$ cat config.mk
export PLATFORM = sky130hd
export DESIGN_NAME = detector_arbiter_flat
export DESIGN_NICKNAME = d
export VERILOG_FILES = /design/src/rtl/detector_arbiter_pkg.sv /design/src/rtl/detector_arbiter_if.sv /design/src/rtl/rr_arbiter.sv /design/src/rtl/detector_arbiter.sv /design/src/flat_wrapper.sv
export SDC_FILE = /design/constraint.sdc
export NUM_CORES = 1
export LEC_CHECK = 0
export ABC_AREA = 1
export BUFFER_PORTS_ARGS = -buffer_cell sky130_fd_sc_hd__buf_2
export CAP_MARGIN = 15
export CORE_MARGIN = 5
export CORE_UTILIZATION = 54
export CTS_BUF_LIST = sky130_fd_sc_hd__clkbuf_16
export CTS_CLUSTER_DIAMETER = 50
export DETAILED_ROUTE_END_ITERATION = 7
export PLACE_DENSITY_LB_ADDON = 0.1
export SLEW_MARGIN = 15
export SYNTH_ARGS = -nofsm -noshare
export SYNTH_HDL_FRONTEND = slang
export SYNTH_SLANG_ARGS = --single-unit
$ cat constraint.sdc
create_clock -name clk -period 3.2 [get_ports clk]
set_clock_uncertainty 0.1 [all_clocks]
set_input_delay 0.48 -clock clk [delete_from_list [all_inputs] [get_ports clk]]
set_output_delay 0.48 -clock clk [all_outputs]
set_load 0.005 [all_outputs]
$ cat src/rtl/detector_arbiter_pkg.sv
`default_nettype none
// ---------------------------------------------------------------------------
// detector_arbiter_pkg : shared FSM encoding, default parameters and helpers
// rev 1.0
// ---------------------------------------------------------------------------
package detector_arbiter_pkg;

  localparam int DEF_N_REQ   = 4;
  localparam int DEF_W       = 8;
  localparam int DEF_DET_LAT = 2;

  typedef enum logic [2:0] {
    ST_IDLE   = 3'd0,
    ST_CLR    = 3'd1,
    ST_SHIFT  = 3'd2,
    ST_DRAIN  = 3'd3,
    ST_REPORT = 3'd4
  } state_t;

  // Index width that never collapses to zero for a single requester.
  function automatic int idx_width(input int n);
    return (n > 1) ? $clog2(n) : 1;
  endfunction

endpackage
`default_nettype wire

$ cat src/rtl/detector_arbiter_if.sv
`default_nettype none
// ---------------------------------------------------------------------------
// detector_arbiter_if : requester-side bus of the detector arbiter
// rev 1.0
// ---------------------------------------------------------------------------
interface detector_arbiter_if
  import detector_arbiter_pkg::*;
#(
  parameter int N_REQ = DEF_N_REQ,
  parameter int W     = DEF_W
);

  logic [N_REQ-1:0]                req;
  logic [N_REQ*W-1:0]              data;
  logic [N_REQ-1:0]                grant;
  logic                            busy;
  logic                            done;
  logic [idx_width(N_REQ)-1:0]     done_id;
  logic [$clog2(W+1)-1:0]          match_cnt;

  modport master (
    output req, data,
    input  grant, busy, done, done_id, match_cnt
  );

  modport slave (
    input  req, data,
    output grant, busy, done, done_id, match_cnt
  );

endinterface
`default_nettype wire

$ cat src/rtl/rr_arbiter.sv
`default_nettype none
// ---------------------------------------------------------------------------
// rr_arbiter : combinational round-robin pick starting after the last winner
// rev 1.0
// ---------------------------------------------------------------------------
module rr_arbiter
  import detector_arbiter_pkg::*;
#(
  parameter int N_REQ = DEF_N_REQ
) (
  input  logic [N_REQ-1:0]            i_req,
  input  logic [idx_width(N_REQ)-1:0] i_last,
  output logic [N_REQ-1:0]            o_grant,
  output logic [idx_width(N_REQ)-1:0] o_idx,
  output logic                        o_valid
);

  localparam int c_idw = idx_width(N_REQ);

  always_comb begin
    int                 w_pos;
    logic [c_idw-1:0]   w_cand;
    o_grant = '0;
    o_idx   = '0;
    o_valid = 1'b0;
    w_pos   = 0;
    w_cand  = '0;
    // Walk the ring once, beginning just past the previous winner.
    for (int k = 1; k <= N_REQ; k++) begin
      w_pos  = (int'(i_last) + k) % N_REQ;
      w_cand = c_idw'(w_pos);
      if (!o_valid && i_req[w_cand]) begin
        o_valid         = 1'b1;
        o_grant[w_cand] = 1'b1;
        o_idx           = w_cand;
      end
    end
  end

endmodule
`default_nettype wire

$ cat src/rtl/detector_arbiter.sv
`default_nettype none
// ---------------------------------------------------------------------------
// detector_arbiter : serves requesters round-robin through one shared detector
// rev 1.0
// ---------------------------------------------------------------------------
module detector_arbiter
  import detector_arbiter_pkg::*;
#(
  parameter int N_REQ   = DEF_N_REQ,
  parameter int W       = DEF_W,
  parameter int DET_LAT = DEF_DET_LAT
) (
  input  logic               clk,
  input  logic               rst_n,
  detector_arbiter_if.slave  bus,
  output logic               o_det_rst,
  output logic               o_det_x,
  input  logic               i_det_y
);

  localparam int c_idw = idx_width(N_REQ);
  localparam int c_cw  = $clog2(W + 1);
  localparam int c_win = W + DET_LAT;
  localparam int c_ww  = $clog2(c_win + 1);

  state_t              r_state;
  state_t              w_next;

  logic                r_init;
  logic [N_REQ-1:0]    r_onehot;
  logic [c_idw-1:0]    r_idx;
  logic [c_idw-1:0]    r_last;
  logic [c_idw-1:0]    r_done_id;
  logic [W-1:0]        r_shift;
  logic [c_ww-1:0]     r_win;
  logic [c_cw-1:0]     r_acc;
  logic [c_cw-1:0]     r_match;

  logic [N_REQ-1:0]    w_pick_onehot;
  logic [c_idw-1:0]    w_pick_idx;
  logic                w_pick_valid;
  logic [W-1:0]        w_pick_word;
  logic                w_in_window;
  logic                w_win_end;
  logic                w_shift_end;
  logic [c_cw-1:0]     w_acc_next;

  rr_arbiter #(
    .N_REQ (N_REQ)
  ) u_rr (
    .i_req   (bus.req),
    .i_last  (r_last),
    .o_grant (w_pick_onehot),
    .o_idx   (w_pick_idx),
    .o_valid (w_pick_valid)
  );

  always_comb begin
    w_pick_word = '0;
    for (int i = 0; i < N_REQ; i++) begin
      if (w_pick_onehot[i]) begin
        w_pick_word = bus.data[i*W +: W];
      end
    end
  end

  assign w_in_window = (r_state == ST_SHIFT) || (r_state == ST_DRAIN);
  assign w_shift_end = (r_state == ST_SHIFT) && (r_win == c_ww'(W - 1));
  assign w_win_end   = w_in_window && (r_win == c_ww'(c_win - 1));

  // Only the last W window cycles carry detector responses to our own bits.
  always_comb begin
    w_acc_next = r_acc;
    if (w_in_window && (r_win >= c_ww'(DET_LAT)) && i_det_y &&
        (r_acc != c_cw'(W))) begin
      w_acc_next = r_acc + c_cw'(1);
    end
  end

  // State register
  always_ff @(posedge clk or negedge rst_n) begin
    if (!rst_n) begin
      r_state <= ST_IDLE;
    end else begin
      r_state <= w_next;
    end
  end

  // Next-state logic
  always_comb begin
    w_next = r_state;
    unique case (r_state)
      ST_IDLE:   if (w_pick_valid) w_next = ST_CLR;
      ST_CLR:    w_next = ST_SHIFT;
      ST_SHIFT:  if (w_shift_end) w_next = (DET_LAT == 0) ? ST_REPORT : ST_DRAIN;
      ST_DRAIN:  if (w_win_end) w_next = ST_REPORT;
      ST_REPORT: w_next = ST_IDLE;
      default:   w_next = ST_IDLE;
    endcase
  end

  // Output decode
  always_comb begin
    bus.grant = '0;
    bus.busy  = (r_state != ST_IDLE);
    bus.done  = 1'b0;
    o_det_x   = 1'b0;
    // r_init keeps the detector cleared until the first edge out of reset.
    o_det_rst = r_init;
    unique case (r_state)
      ST_CLR: begin
        bus.grant = r_onehot;
        o_det_rst = 1'b1;
      end
      ST_SHIFT:  o_det_x  = r_shift[W-1];
      ST_REPORT: bus.done = 1'b1;
      default: ;
    endcase
  end

  assign bus.done_id   = r_done_id;
  assign bus.match_cnt = r_match;

  // Job datapath: latched word, window counter and match accumulator
  always_ff @(posedge clk or negedge rst_n) begin
    if (!rst_n) begin
      r_init    <= 1'b1;
      r_onehot  <= '0;
      r_idx     <= '0;
      r_last    <= c_idw'(N_REQ - 1);
      r_done_id <= '0;
      r_shift   <= '0;
      r_win     <= '0;
      r_acc     <= '0;
      r_match   <= '0;
    end else begin
      r_init <= 1'b0;
      r_acc  <= w_acc_next;
      unique case (r_state)
        ST_IDLE: begin
          if (w_pick_valid) begin
            r_onehot <= w_pick_onehot;
            r_idx    <= w_pick_idx;
            r_shift  <= w_pick_word;
            r_win    <= '0;
            r_acc    <= '0;
          end
        end
        ST_SHIFT: begin
          r_shift <= r_shift << 1;
          r_win   <= r_win + c_ww'(1);
        end
        ST_DRAIN: r_win <= r_win + c_ww'(1);
        default: ;
      endcase
      if (w_win_end) begin
        r_match   <= w_acc_next;
        r_done_id <= r_idx;
        r_last    <= r_idx;
      end
    end
  end

  a_grant_onehot: assert property (@(posedge clk) disable iff (!rst_n)
    $onehot0(bus.grant));

  a_detx_shift_only: assert property (@(posedge clk) disable iff (!rst_n)
    (r_state != ST_SHIFT) |-> !o_det_x);

endmodule
`default_nettype wire

$ cat src/flat_wrapper.sv
// flat-port wrapper written by rule: the top's interface ports become plain ports
module detector_arbiter_flat import detector_arbiter_pkg::*;
#(
  parameter int N_REQ   = DEF_N_REQ,
  parameter int W       = DEF_W,
  parameter int DET_LAT = DEF_DET_LAT
)
  (clk, rst_n, o_det_rst, o_det_x, i_det_y, bus_req, bus_data, bus_grant, bus_busy, bus_done, bus_done_id, bus_match_cnt);
  detector_arbiter_if #(.N_REQ(N_REQ), .W(W)) bus_i ();
  input  logic clk;
  input  logic rst_n;
  output logic o_det_rst;
  output logic o_det_x;
  input  logic i_det_y;
  input wire logic [$bits(bus_i.req)-1:0] bus_req;
  input wire logic [$bits(bus_i.data)-1:0] bus_data;
  output wire logic [$bits(bus_i.grant)-1:0] bus_grant;
  output wire logic [$bits(bus_i.busy)-1:0] bus_busy;
  output wire logic [$bits(bus_i.done)-1:0] bus_done;
  output wire logic [$bits(bus_i.done_id)-1:0] bus_done_id;
  output wire logic [$bits(bus_i.match_cnt)-1:0] bus_match_cnt;
  assign bus_i.req = bus_req;
  assign bus_i.data = bus_data;
  assign bus_grant = bus_i.grant;
  assign bus_busy = bus_i.busy;
  assign bus_done = bus_i.done;
  assign bus_done_id = bus_i.done_id;
  assign bus_match_cnt = bus_i.match_cnt;
  detector_arbiter #(.N_REQ(N_REQ), .W(W), .DET_LAT(DET_LAT)) u_core (.clk(clk), .rst_n(rst_n), .bus(bus_i), .o_det_rst(o_det_rst), .o_det_x(o_det_x), .i_det_y(i_det_y));
endmodule
==> key figures <==
Run status
  – Status: complete, no violations

Worst setup path
  – CP startpoint kind: flop
  – Worst path bufs/invs: 2
  – Crit path capture type: flop
  – CP max FO: 16
  – Worst-path cell chain: inv_2 > ha_1 > inv_1 > nand2_4 > nand2_4 > nor2_2 > a21boi_2 > nand3_2 > a21oi_1 > nand2_1 > nand2_1 > nand2_1 > nand2_1 > nand2_1
  – Reg2reg start: u_core.r_last[0]
  – Worst EP arrival: approximately 2800 ps
  – Most used cell, CP: nand2_1
  – Reg2Reg Setup Slack: roughly 460 ps
  – Slowest-stage cell, CP: dfstp_2
  – Crit Path Class: flop to flop
  – CP peak stage delay: about 650 ps
  – Worst EP required: roughly 3300 ps
  – Top Family by Delay on Critical Path: simple AND/OR/NAND/NOR gates
  – Worst Setup SP: u_core.r_last[0]

Floorplanning
  – DIE AREA: between 5000 and 6000 um2
  – Top-level port count: 53
  – Core Area: 4260 um2
  – Die Span Y: ~76 um
  – Die X-Extent: 75.8 um
  – Starting Density: a little over half
  – Row Count: 24

Timing
  – Slew @ Worst Pin: 776 ps
  – Fin Setup TNS: 0 ps
  – RSZ-0062 raised after global routing: false
  – Max Clock Freq: ~0.37 GHz
  – Final period utilization: between 80% and 90%
  – Final worst path period need: around 2700 ps
  – Max-slew violation count: 0
  – Final Hold Fails: 0
  – Slew HR: roughly 48%
  – Hold slack: approximately 190 ps
  – Final setup fails: 0

Cells and area
  – Final net count: between 400 and 500
  – Antenna cells: 0
  – Most frequent cells in the layout: nand2_1 (97), buf_2 (52), inv_1 (41)
  – FILL cells: 396
  – Commonest non-fill, non-tap cell in the layout: nand2_1
  – Share of layout cells above drive strength 1: about 22%
  – Area grow syn2layout: 18.9%

Clocking
  – Reg clk slew, reported paths: 60 ps
  – H-tree depth: 2
  – Post-CTS Setup Bufs: 0
  – CTS buffer count: 5
  – PostCTS Resize Cnt: 0
  – CTS root buf: clkbuf_16
  – Hold_buf cts: 0
  – CTS Sinks: 34
  – TritonCTS clock tree: yes
  – Longest Clk Path Bufs: 2
  – Clk_lat worst skew: roughly 280 ps

GRT
  – Global-route wire length before repair: about 9200 um
  – All-layer global routing usage: a little over a fifth
  – Gr ovfl total: 0
  – Initial antenna violation count: 0
  – Vias in the first global route: between 2000 and 2500
  – Pin count of the biggest net entering global routing: 35

Detailed routing
  – Initial DRC count: 99
  – Routed Antenna Nets: 0
  – Wire length after detailed routing: approximately 5400 um
  – DR pass1 iterations: 4
  – DRC: 0
  – Via density: ~5.0
  – Via total after detailed routing: around 2200
  – Routed len/inst: roughly 12 um

Placement
  – GP Congestion: about 0.85
  – IO buf count: 52
  – Hpwl dp: between 4000 and 5000 um

Synthesis
  – Unique masters post-synth: 35
  – Synth Cell Area: approximately 2300 um2
  – Sequential share of the synthesized area: 36.6%
  – Synth Instances: 326
  – Post-Syn Nets: approximately 380
  – Synth Warn #: 0
  – Syn Area/Cell: roughly 7.2 um2
  – Seq cells post-synth: 34

Run
  – Max-Cap Viols: 0

Power
  – Static Leak: 1.56 nW
  – Power density over the cells: 1040 nW/um2
  – Max VDD drop: between 0.4 and 0.5 mV

Worst hold path
  – Hold Crit Class: primary input to asynchronous set/reset pin
==> routing by layer <==
metal / part of all wire [%] / global-route usage (%) / vias up
met5: 0 / 0 / -
met4: 0.79 / 6.21 / 0
met3: 5.6 / 4.09 / 5
met2: 45 / 34.4 / 59
met1: 48 / 27.5 / 958
li1: - / - / 1153
==> worst paths after layout <==
check / to / depth (start not counted)
worst max-delay path: u_core.r_shift[1] / 14
worst min-delay path: u_core.bus.match_cnt[2] / 1
worst max register to register: u_core.r_shift[1] / 14
worst min register to register: u_core.bus.match_cnt[2] / 2
max in group asynchronous: u_core.bus.match_cnt[0] / 1
min in group clk: u_core.r_shift[0] / 3
==> power by group <==
| part | leakage (nW) | switching, W | internal, W | total [W] |
|---|---|---|---|---|
| logic | 1.06 | 0.00112 | 0.000574 | 0.00169 |
| registers | 0.427 | 0.000127 | 0.000617 | 0.000744 |
| clock network | 0.0672 | 0.000181 | 0.000284 | 0.000464 |
==> final cells by class <==
class	count	area, um2	share of cell area, %
multi-input cells	244	1280	46.2
clock inverters	3	16.3	0.586
clock buffers	5	125	4.51
well taps	52	65.1	2.34
flip-flops and latches	34	855	30.8
inverters	44	165	5.95
repair buffers	53	268	9.64
==> logic make-up after synthesis <==
kind of cell / after synthesis / synth area share, %
adder cells (fa/ha/maj): 13 / 6.96
flip-flops: 34 / 36.6
buffers and inverters: 48 / 8.52
AND/OR/NAND/NOR: 177 / 34.3
AO/OA/AOI/OAI: 49 / 12.0
other: 1 / 0.161
XOR/XNOR: 4 / 1.50
==> metrics by stage <==
| stage | power (W) | utilization, % | setup slack, ps | cells | instance area [um2] |
|---|---|---|---|---|---|
| after floorplan | 0.00209 | - | 849 | 326 | 2340 |
| after global placement | 0.00242 | 61.8 | 512 | 427 | 2640 |
| after detailed placement | 0.00244 | 61.8 | 476 | 427 | 2640 |
| after CTS | 0.00292 | 65.1 | 468 | 435 | 2780 |
| after global routing | 0.00323 | 65.1 | 183 | 435 | 2780 |
| final | 0.00290 | 65.1 | 462 | 435 | 2780 |
==> cell usage after synthesis (all sizes together) <==
| library cell | n | share of area, % |
|---|---|---|
| xor2 | 4 | 1.5 |
| nand4 | 3 | 0.80 |
| o22ai | 3 | 0.80 |
| nand2 | 104 | 18 |
| ha | 13 | 7.0 |
| clkbuf | 1 | 0.16 |
| a32oi | 1 | 0.38 |
| clkinv | 1 | 0.16 |
| dfstp | 3 | 3.4 |
| inv | 43 | 6.9 |
| o31ai | 1 | 0.32 |
| nand3b | 1 | 0.32 |
| o21ai | 14 | 3.0 |
| a31oi | 1 | 0.27 |
| dfrtp | 31 | 33 |
| buf | 3 | 1.3 |
| nand3 | 29 | 7.8 |
| conb | 1 | 0.16 |
| a22oi | 1 | 0.32 |
| a21boi | 3 | 1.1 |
| a21oi | 24 | 5.5 |
| nor3 | 5 | 1.3 |
| nor2 | 35 | 6.2 |
| o211ai | 1 | 0.32 |
==> registers in the layout, indices dropped and copies added (netlist names), 3 cells and up <==
register / cells
u_core.bus.match_cnt: 4
u_core.r_acc: 4
u_core.r_onehot: 4
u_core.r_shift: 8
u_core.r_state: 3
u_core.r_win: 4
Note: power is estimated with default switching activity, not from simulation.
